$ cat src/rtl/multicycle_control_pkg.sv
// Shared encodings for the multicycle MIPS controller: opcodes, state numbers,
// ALU/mux select codes and the bundle of control strobes.
package multicycle_control_pkg;

    localparam logic [5:0] OP_R    = 6'b000000;
    localparam logic [5:0] OP_LW   = 6'b100011;
    localparam logic [5:0] OP_SW   = 6'b101011;
    localparam logic [5:0] OP_BEQ  = 6'b000100;
    localparam logic [5:0] OP_ADDI = 6'b001000;
    localparam logic [5:0] OP_J    = 6'b000010;

    typedef enum logic [3:0] {
        S_FETCH   = 4'd0,
        S_DECODE  = 4'd1,
        S_MEMADR  = 4'd2,
        S_MEMRD   = 4'd3,
        S_MEMWB   = 4'd4,
        S_MEMWR   = 4'd5,
        S_EXECUTE = 4'd6,
        S_ALUWB   = 4'd7,
        S_BRANCH  = 4'd8,
        S_ADDIEX  = 4'd9,
        S_ADDIWB  = 4'd10,
        S_JUMP    = 4'd11
    } state_e;

    // ALUop classes are also decoded by ALUControl, keep the two in step.
    localparam logic [1:0] ALUOP_ADD  = 2'b00;
    localparam logic [1:0] ALUOP_SUB  = 2'b01;
    localparam logic [1:0] ALUOP_FUNC = 2'b10;

    localparam logic [1:0] SRCB_RT    = 2'b00;
    localparam logic [1:0] SRCB_FOUR  = 2'b01;
    localparam logic [1:0] SRCB_IMM   = 2'b10;
    localparam logic [1:0] SRCB_IMMSH = 2'b11;

    localparam logic [1:0] PCSRC_ALU    = 2'b00;
    localparam logic [1:0] PCSRC_ALUOUT = 2'b01;
    localparam logic [1:0] PCSRC_JUMP   = 2'b10;

    typedef struct packed {
        logic       pc_write;
        logic       pc_write_cond;
        logic       iord;
        logic       mem_read;
        logic       mem_write;
        logic       ir_write;
        logic       mem_to_reg;
        logic       reg_dst;
        logic       reg_write;
        logic       alu_src_a;
        logic [1:0] alu_src_b;
        logic [1:0] alu_op;
        logic [1:0] pc_source;
    } ctrl_t;

endpackage

$ cat src/rtl/multicycle_control_if.sv
// Controller <-> datapath/memory signal bundle. master = controller side.
interface multicycle_control_if;
    logic [5:0] Op;
    logic       MemReady;
    logic       PCWrite;
    logic       PCWriteCond;
    logic       IorD;
    logic       MemRead;
    logic       MemWrite;
    logic       IRWrite;
    logic       MemtoReg;
    logic       RegDst;
    logic       RegWrite;
    logic       ALUSrcA;
    logic [1:0] ALUSrcB;
    logic [1:0] ALUop;
    logic [1:0] PCSource;
    logic [3:0] State;
    logic       IllegalOp;

    modport master (
        input  Op, MemReady,
        output PCWrite, PCWriteCond, IorD, MemRead, MemWrite, IRWrite, MemtoReg,
               RegDst, RegWrite, ALUSrcA, ALUSrcB, ALUop, PCSource, State, IllegalOp
    );

    modport slave (
        output Op, MemReady,
        input  PCWrite, PCWriteCond, IorD, MemRead, MemWrite, IRWrite, MemtoReg,
               RegDst, RegWrite, ALUSrcA, ALUSrcB, ALUop, PCSource, State, IllegalOp
    );
endinterface

$ cat src/rtl/multicycle_control.sv
// Moore control FSM for a multicycle MIPS subset with a memory-ready handshake
// and a sticky illegal-opcode flag.
module multicycle_control
    import multicycle_control_pkg::*;
(
    input logic              Clk,
    input logic              Reset,
    multicycle_control_if.master bus
);

    state_e state_q, state_d;
    logic   illegal_q, illegal_d;
    ctrl_t  ctrl, ctrl_o;

    always_ff @(posedge Clk or posedge Reset) begin
        if (Reset) begin
            state_q   <= S_FETCH;
            illegal_q <= 1'b0;
        end else begin
            state_q   <= state_d;
            illegal_q <= illegal_d;
        end
    end

    always_comb begin
        state_d   = S_FETCH;
        illegal_d = illegal_q;
        ctrl      = '0;
        case (state_q)
            S_FETCH: begin
                ctrl.mem_read  = 1'b1;
                ctrl.alu_src_b = SRCB_FOUR;
                ctrl.alu_op    = ALUOP_ADD;
                ctrl.pc_write  = bus.MemReady;
                ctrl.ir_write  = bus.MemReady;
                state_d        = bus.MemReady ? S_DECODE : S_FETCH;
            end
            S_DECODE: begin
                ctrl.alu_src_b = SRCB_IMMSH;
                ctrl.alu_op    = ALUOP_ADD;
                case (bus.Op)
                    OP_LW, OP_SW: state_d = S_MEMADR;
                    OP_R:         state_d = S_EXECUTE;
                    OP_BEQ:       state_d = S_BRANCH;
                    OP_ADDI:      state_d = S_ADDIEX;
                    OP_J:         state_d = S_JUMP;
                    default: begin
                        state_d   = S_FETCH;
                        illegal_d = 1'b1;
                    end
                endcase
            end
            S_MEMADR: begin
                ctrl.alu_src_a = 1'b1;
                ctrl.alu_src_b = SRCB_IMM;
                ctrl.alu_op    = ALUOP_ADD;
                state_d        = (bus.Op == OP_LW) ? S_MEMRD : S_MEMWR;
            end
            S_MEMRD: begin
                ctrl.mem_read = 1'b1;
                ctrl.iord     = 1'b1;
                state_d       = bus.MemReady ? S_MEMWB : S_MEMRD;
            end
            S_MEMWB: begin
                ctrl.reg_write  = 1'b1;
                ctrl.mem_to_reg = 1'b1;
            end
            S_MEMWR: begin
                ctrl.mem_write = 1'b1;
                ctrl.iord      = 1'b1;
                state_d        = bus.MemReady ? S_FETCH : S_MEMWR;
            end
            S_EXECUTE: begin
                ctrl.alu_src_a = 1'b1;
                ctrl.alu_src_b = SRCB_RT;
                ctrl.alu_op    = ALUOP_FUNC;
                state_d        = S_ALUWB;
            end
            S_ALUWB: begin
                ctrl.reg_write = 1'b1;
                ctrl.reg_dst   = 1'b1;
            end
            S_BRANCH: begin
                ctrl.alu_src_a     = 1'b1;
                ctrl.alu_src_b     = SRCB_RT;
                ctrl.alu_op        = ALUOP_SUB;
                ctrl.pc_write_cond = 1'b1;
                ctrl.pc_source     = PCSRC_ALUOUT;
            end
            S_ADDIEX: begin
                ctrl.alu_src_a = 1'b1;
                ctrl.alu_src_b = SRCB_IMM;
                ctrl.alu_op    = ALUOP_ADD;
                state_d        = S_ADDIWB;
            end
            S_ADDIWB: ctrl.reg_write = 1'b1;
            S_JUMP: begin
                ctrl.pc_write  = 1'b1;
                ctrl.pc_source = PCSRC_JUMP;
            end
            default: state_d = S_FETCH;
        endcase
    end

    // Reset kills every strobe combinationally, even in the middle of an access.
    assign ctrl_o = Reset ? '0 : ctrl;

    assign bus.PCWrite     = ctrl_o.pc_write;
    assign bus.PCWriteCond = ctrl_o.pc_write_cond;
    assign bus.IorD        = ctrl_o.iord;
    assign bus.MemRead     = ctrl_o.mem_read;
    assign bus.MemWrite    = ctrl_o.mem_write;
    assign bus.IRWrite     = ctrl_o.ir_write;
    assign bus.MemtoReg    = ctrl_o.mem_to_reg;
    assign bus.RegDst      = ctrl_o.reg_dst;
    assign bus.RegWrite    = ctrl_o.reg_write;
    assign bus.ALUSrcA     = ctrl_o.alu_src_a;
    assign bus.ALUSrcB     = ctrl_o.alu_src_b;
    assign bus.ALUop       = ctrl_o.alu_op;
    assign bus.PCSource    = ctrl_o.pc_source;
    assign bus.State       = state_q;
    assign bus.IllegalOp   = illegal_q;

endmodule

$ cat src/flat_wrapper.sv
// flat-port wrapper written by rule: the top's interface ports become plain ports
module multicycle_control_flat import multicycle_control_pkg::*;
  (Clk, Reset, bus_Op, bus_MemReady, bus_PCWrite, bus_PCWriteCond, bus_IorD, bus_MemRead, bus_MemWrite, bus_IRWrite, bus_MemtoReg, bus_RegDst, bus_RegWrite, bus_ALUSrcA, bus_ALUSrcB, bus_ALUop, bus_PCSource, bus_State, bus_IllegalOp);
  multicycle_control_if bus_i ();
  input logic Clk;
  input logic Reset;
  input wire logic [$bits(bus_i.Op)-1:0] bus_Op;
  input wire logic [$bits(bus_i.MemReady)-1:0] bus_MemReady;
  output wire logic [$bits(bus_i.PCWrite)-1:0] bus_PCWrite;
  output wire logic [$bits(bus_i.PCWriteCond)-1:0] bus_PCWriteCond;
  output wire logic [$bits(bus_i.IorD)-1:0] bus_IorD;
  output wire logic [$bits(bus_i.MemRead)-1:0] bus_MemRead;
  output wire logic [$bits(bus_i.MemWrite)-1:0] bus_MemWrite;
  output wire logic [$bits(bus_i.IRWrite)-1:0] bus_IRWrite;
  output wire logic [$bits(bus_i.MemtoReg)-1:0] bus_MemtoReg;
  output wire logic [$bits(bus_i.RegDst)-1:0] bus_RegDst;
  output wire logic [$bits(bus_i.RegWrite)-1:0] bus_RegWrite;
  output wire logic [$bits(bus_i.ALUSrcA)-1:0] bus_ALUSrcA;
  output wire logic [$bits(bus_i.ALUSrcB)-1:0] bus_ALUSrcB;
  output wire logic [$bits(bus_i.ALUop)-1:0] bus_ALUop;
  output wire logic [$bits(bus_i.PCSource)-1:0] bus_PCSource;
  output wire logic [$bits(bus_i.State)-1:0] bus_State;
  output wire logic [$bits(bus_i.IllegalOp)-1:0] bus_IllegalOp;
  assign bus_i.Op = bus_Op;
  assign bus_i.MemReady = bus_MemReady;
  assign bus_PCWrite = bus_i.PCWrite;
  assign bus_PCWriteCond = bus_i.PCWriteCond;
  assign bus_IorD = bus_i.IorD;
  assign bus_MemRead = bus_i.MemRead;
  assign bus_MemWrite = bus_i.MemWrite;
  assign bus_IRWrite = bus_i.IRWrite;
  assign bus_MemtoReg = bus_i.MemtoReg;
  assign bus_RegDst = bus_i.RegDst;
  assign bus_RegWrite = bus_i.RegWrite;
  assign bus_ALUSrcA = bus_i.ALUSrcA;
  assign bus_ALUSrcB = bus_i.ALUSrcB;
  assign bus_ALUop = bus_i.ALUop;
  assign bus_PCSource = bus_i.PCSource;
  assign bus_State = bus_i.State;
  assign bus_IllegalOp = bus_i.IllegalOp;
  multicycle_control u_core (.Clk(Clk), .Reset(Reset), .bus(bus_i));
endmodule
$ cat config.mk
export PLATFORM = sky130hd
export DESIGN_NAME = multicycle_control_flat
export DESIGN_NICKNAME = d
export VERILOG_FILES = /design/src/rtl/multicycle_control_pkg.sv /design/src/rtl/multicycle_control_if.sv /design/src/rtl/multicycle_control.sv /design/src/flat_wrapper.sv
export SDC_FILE = /design/constraint.sdc
export NUM_CORES = 1
export LEC_CHECK = 0
export ABC_AREA = 1
export BUFFER_PORTS_ARGS = -buffer_cell sky130_fd_sc_hd__buf_4
export CAP_MARGIN = 20
export CORE_AREA = 2 2 39 41
export CTS_CLUSTER_SIZE = 25
export DETAILED_ROUTE_END_ITERATION = 7
export DIE_AREA = 0 0 41 43
export HOLD_SLACK_MARGIN = 0.06
export PLACE_DENSITY = 0.74
export SYNTH_ARGS = -nofsm -noshare
export SYNTH_HDL_FRONTEND = slang
export SYNTH_SLANG_ARGS = --single-unit
$ cat constraint.sdc
create_clock -name Clk -period 1.5 [get_ports Clk]
set_input_delay 0.3 -clock Clk [delete_from_list [all_inputs] [get_ports Clk]]
set_output_delay 0.3 -clock Clk [all_outputs]
set_load 0.01 [all_outputs]
==> flow_summary.json <==
{
  "status": "finished, violations left",
  "violations": "setup timing",
  "relSlewSlack_pct": 83.5,
  "drc": 0,
  "rsz0062_at_grt": "yes",
  "post_drt_wl_per_cell_um": 11.9,
  "cp.required_ns": 1.20,
  "critPathSlowestCell": "dfrtp_2",
  "num_rows": 14,
  "die-width_um": 41,
  "antennaDiodeCount": 0,
  "ir_worst_vdd_v": 0.000495,
  "h-tree-depth": 1,
  "routed_wl_mm": 1.87,
  "worst_path_dominant_cell_family": "flip-flops",
  "synth_seq_area_share_pct": 23.5,
  "layout_commonest_cell": "buf_4",
  "fin_nets": 152,
  "ys_ff_latch": 5,
  "yosys.area.top_type_share_pct": 23.5,
  "synth_top_cell_by_area": "dfrtp_1",
  "synth_nets": 109,
  "port-buffer-count": 29,
  "final_cell_mix": "buf_4, nor2_1, nand2_1",
  "area_delta_synth_final_pct": 84.5,
  "grt_use_total_pct": 22.8,
  "drt_iter0_markers": 21,
  "path_buf_inv": 2,
  "hold_violations": 0,
  "drt_first_pass_iters": 4,
  "cts_root_buf": "clkbuf_4",
  "tns_ns": -1.54,
  "fmax_mhz": 587,
  "drive_gt1_share_pct": 52.8,
  "clk_path_buf_depth": 2,
  "boundaryPins": 30,
  "setup_slack_ns": -0.204,
  "grt_pass1_wl_mm": 2.70,
  "drv_slew": 0,
  "syn_inst": 100,
  "first_global_vias": 684,
  "die_h_um": 43,
  "yosysWarnings": 0,
  "routed_via_density": 4.96,
  "drv_cap": 0,
  "tightest_slew_ns": 0.246,
  "synth_area_um2": 533,
  "cts.clk_slew.worst_paths_ns": 0.05,
  "dpl.hpwl_mm": 1.21,
  "setup_viol": 16,
  "core-area_mm2": 0.00138,
  "post-place-cells": 144,
  "hp-class": "input pin to asynchronous set/reset pin",
  "cp-end-kind": "output pin",
  "total_power_uw": 811,
  "grt_max_degree": 9,
  "powerDensity_mw_per_mm2": 825,
  "antenna_found_initial": 0,
  "place.gp.congestion": 0.766,
  "clk_latency_ns": 0.25,
  "stdcell_area_um2": 983,
  "path_common_cell": "buf_4",
  "path_cells": "buf_4, nor2_4, nand3_1, a31oi_1, buf_4",
  "fin_cells": 158,
  "vias": 784,
  "hold_ws_ns": 0.164,
  "slowest_delay_ns": 0.44,
  "cts_tree": "built",
  "p_leak_uw": 0.000519,
  "cts.sinks": 5,
  "path_class": "register to output pin",
  "globalRoute.totalOverflow": 0,
  "dieArea_mm2": 0.00176,
  "dpl_cell_area_um2": 766,
  "yosys-top-cells-area": "dfrtp_1, nor2_1, nand2_1, inv_1, nand3_1",
  "startpoint_type": "register",
  "finClkSkew_ns": 0.00303,
  "syn_area_per_cell_um2": 5.33,
  "cp_max_fo": 4,
  "synth_cell_types": 17,
  "start_util_pct": 38.5,
  "numCtsBuffers": 3,
  "arrival_ns": 1.40,
  "timing.final.crit_share_pct": 114,
  "holdBufCountCts": 0,
  "ant_nets": 0,
  "fin_crit_ns": 1.70
}
-- Yosys cell counts --
| cell type | n |
|---|---|
| buf_2 | 1 |
| inv_1 | 16 |
| nand3_1 | 11 |
| buf_4 | 2 |
| nor2_2 | 1 |
| dfrtp_1 | 5 |
| and2_1 | 1 |
| a211oi_1 | 1 |
| a21oi_1 | 3 |
| nand2_1 | 24 |
| nor3_1 | 2 |
| nand4_1 | 1 |
| nor2_1 | 27 |
| o22ai_1 | 1 |
| a31oi_1 | 1 |
| o21ai_0 | 2 |
| nand3b_1 | 1 |
-- through the flow --
step                      utilization (%)  worst slack, ns
after CTS                            67.3           -0.150
after global routing                 71.1           -0.237
after floorplan                         -           0.0384
final                                71.1           -0.204
after detailed placement             55.3           0.0228
after global placement               55.3           0.0235
-- worst reg2reg max path, stage by stage, from the launching register on --
cell     delay, ns
dfrtp_2       0.46
buf_4         0.16
nand2_2       0.10
inv_1         0.06
nand2_2       0.08
a21oi_1       0.07
nor2_1        0.10
nand3_1       0.10
-- cell families after synthesis --
group / after synthesis / synth area share, %
AO/OA/AOI/OAI: 8 / 8.45
flip-flops: 5 / 23.5
buffers and inverters: 19 / 15.0
AND/OR/NAND/NOR: 68 / 53.1
-- state kept, by name (all words and copies together), names as in the netlist --
| name | cells |
|---|---|
| u_core.bus.IllegalOp | 1 |
| u_core.bus.State | 4 |
-- per-layer routing --
metal / wire [um] / track usage (%) / vias up
met2: 1030 / 38.4 / 29
met1: 733 / 22.2 / 358
li1: - / - / 395
met5: 0 / 0 / -
met4: 21 / 14.7 / 0
met3: 93 / 6.81 / 2
-- repair_timing --
action | CTS | global route
gates resized for setup | 31 | 11
setup endpoints to repair | 15 | 16
buffers inserted | 7 | 3
pin swaps | 6 | 6
-- power breakdown --
group	leakage, uW	total (uW)	switching, uW	internal, uW
Combinational	0.000447	458	240	218
Clock	0.0000150	166	64.4	101
Sequential	0.0000567	188	35.4	153
Total	0.000519	811	340	471
-- path summary, 6_finish.rpt --
check                                           from                   end  slack (ns)  depth (start not counted)
worst max-delay path             u_core.bus.State[2]           bus_ALUSrcA       -0.20                          5
worst min-delay path                           Reset   u_core.bus.State[1]        0.16                          3
worst max register to register   u_core.bus.State[0]   u_core.bus.State[0]        0.23                          7
worst min register to register  u_core.bus.IllegalOp  u_core.bus.IllegalOp        0.49                          2
max in group asynchronous                      Reset   u_core.bus.State[0]        1.22                          3
min in group Clk                        bus_MemReady   u_core.bus.State[2]        0.35                          3
-- layout make-up --
| type | instances | area, um^2 |
|---|---|---|
| Timing Repair Buffer | 41 | 312 |
| Multi-Input combinational cell | 76 | 430 |
| Clock buffer | 4 | 26.3 |
| Tap cell | 16 | 20.0 |
| Inverter | 16 | 65.1 |
| Sequential cell | 5 | 130 |
| Fill cell | 119 | 400 |
Note: power is estimated with default switching activity, not from simulation.
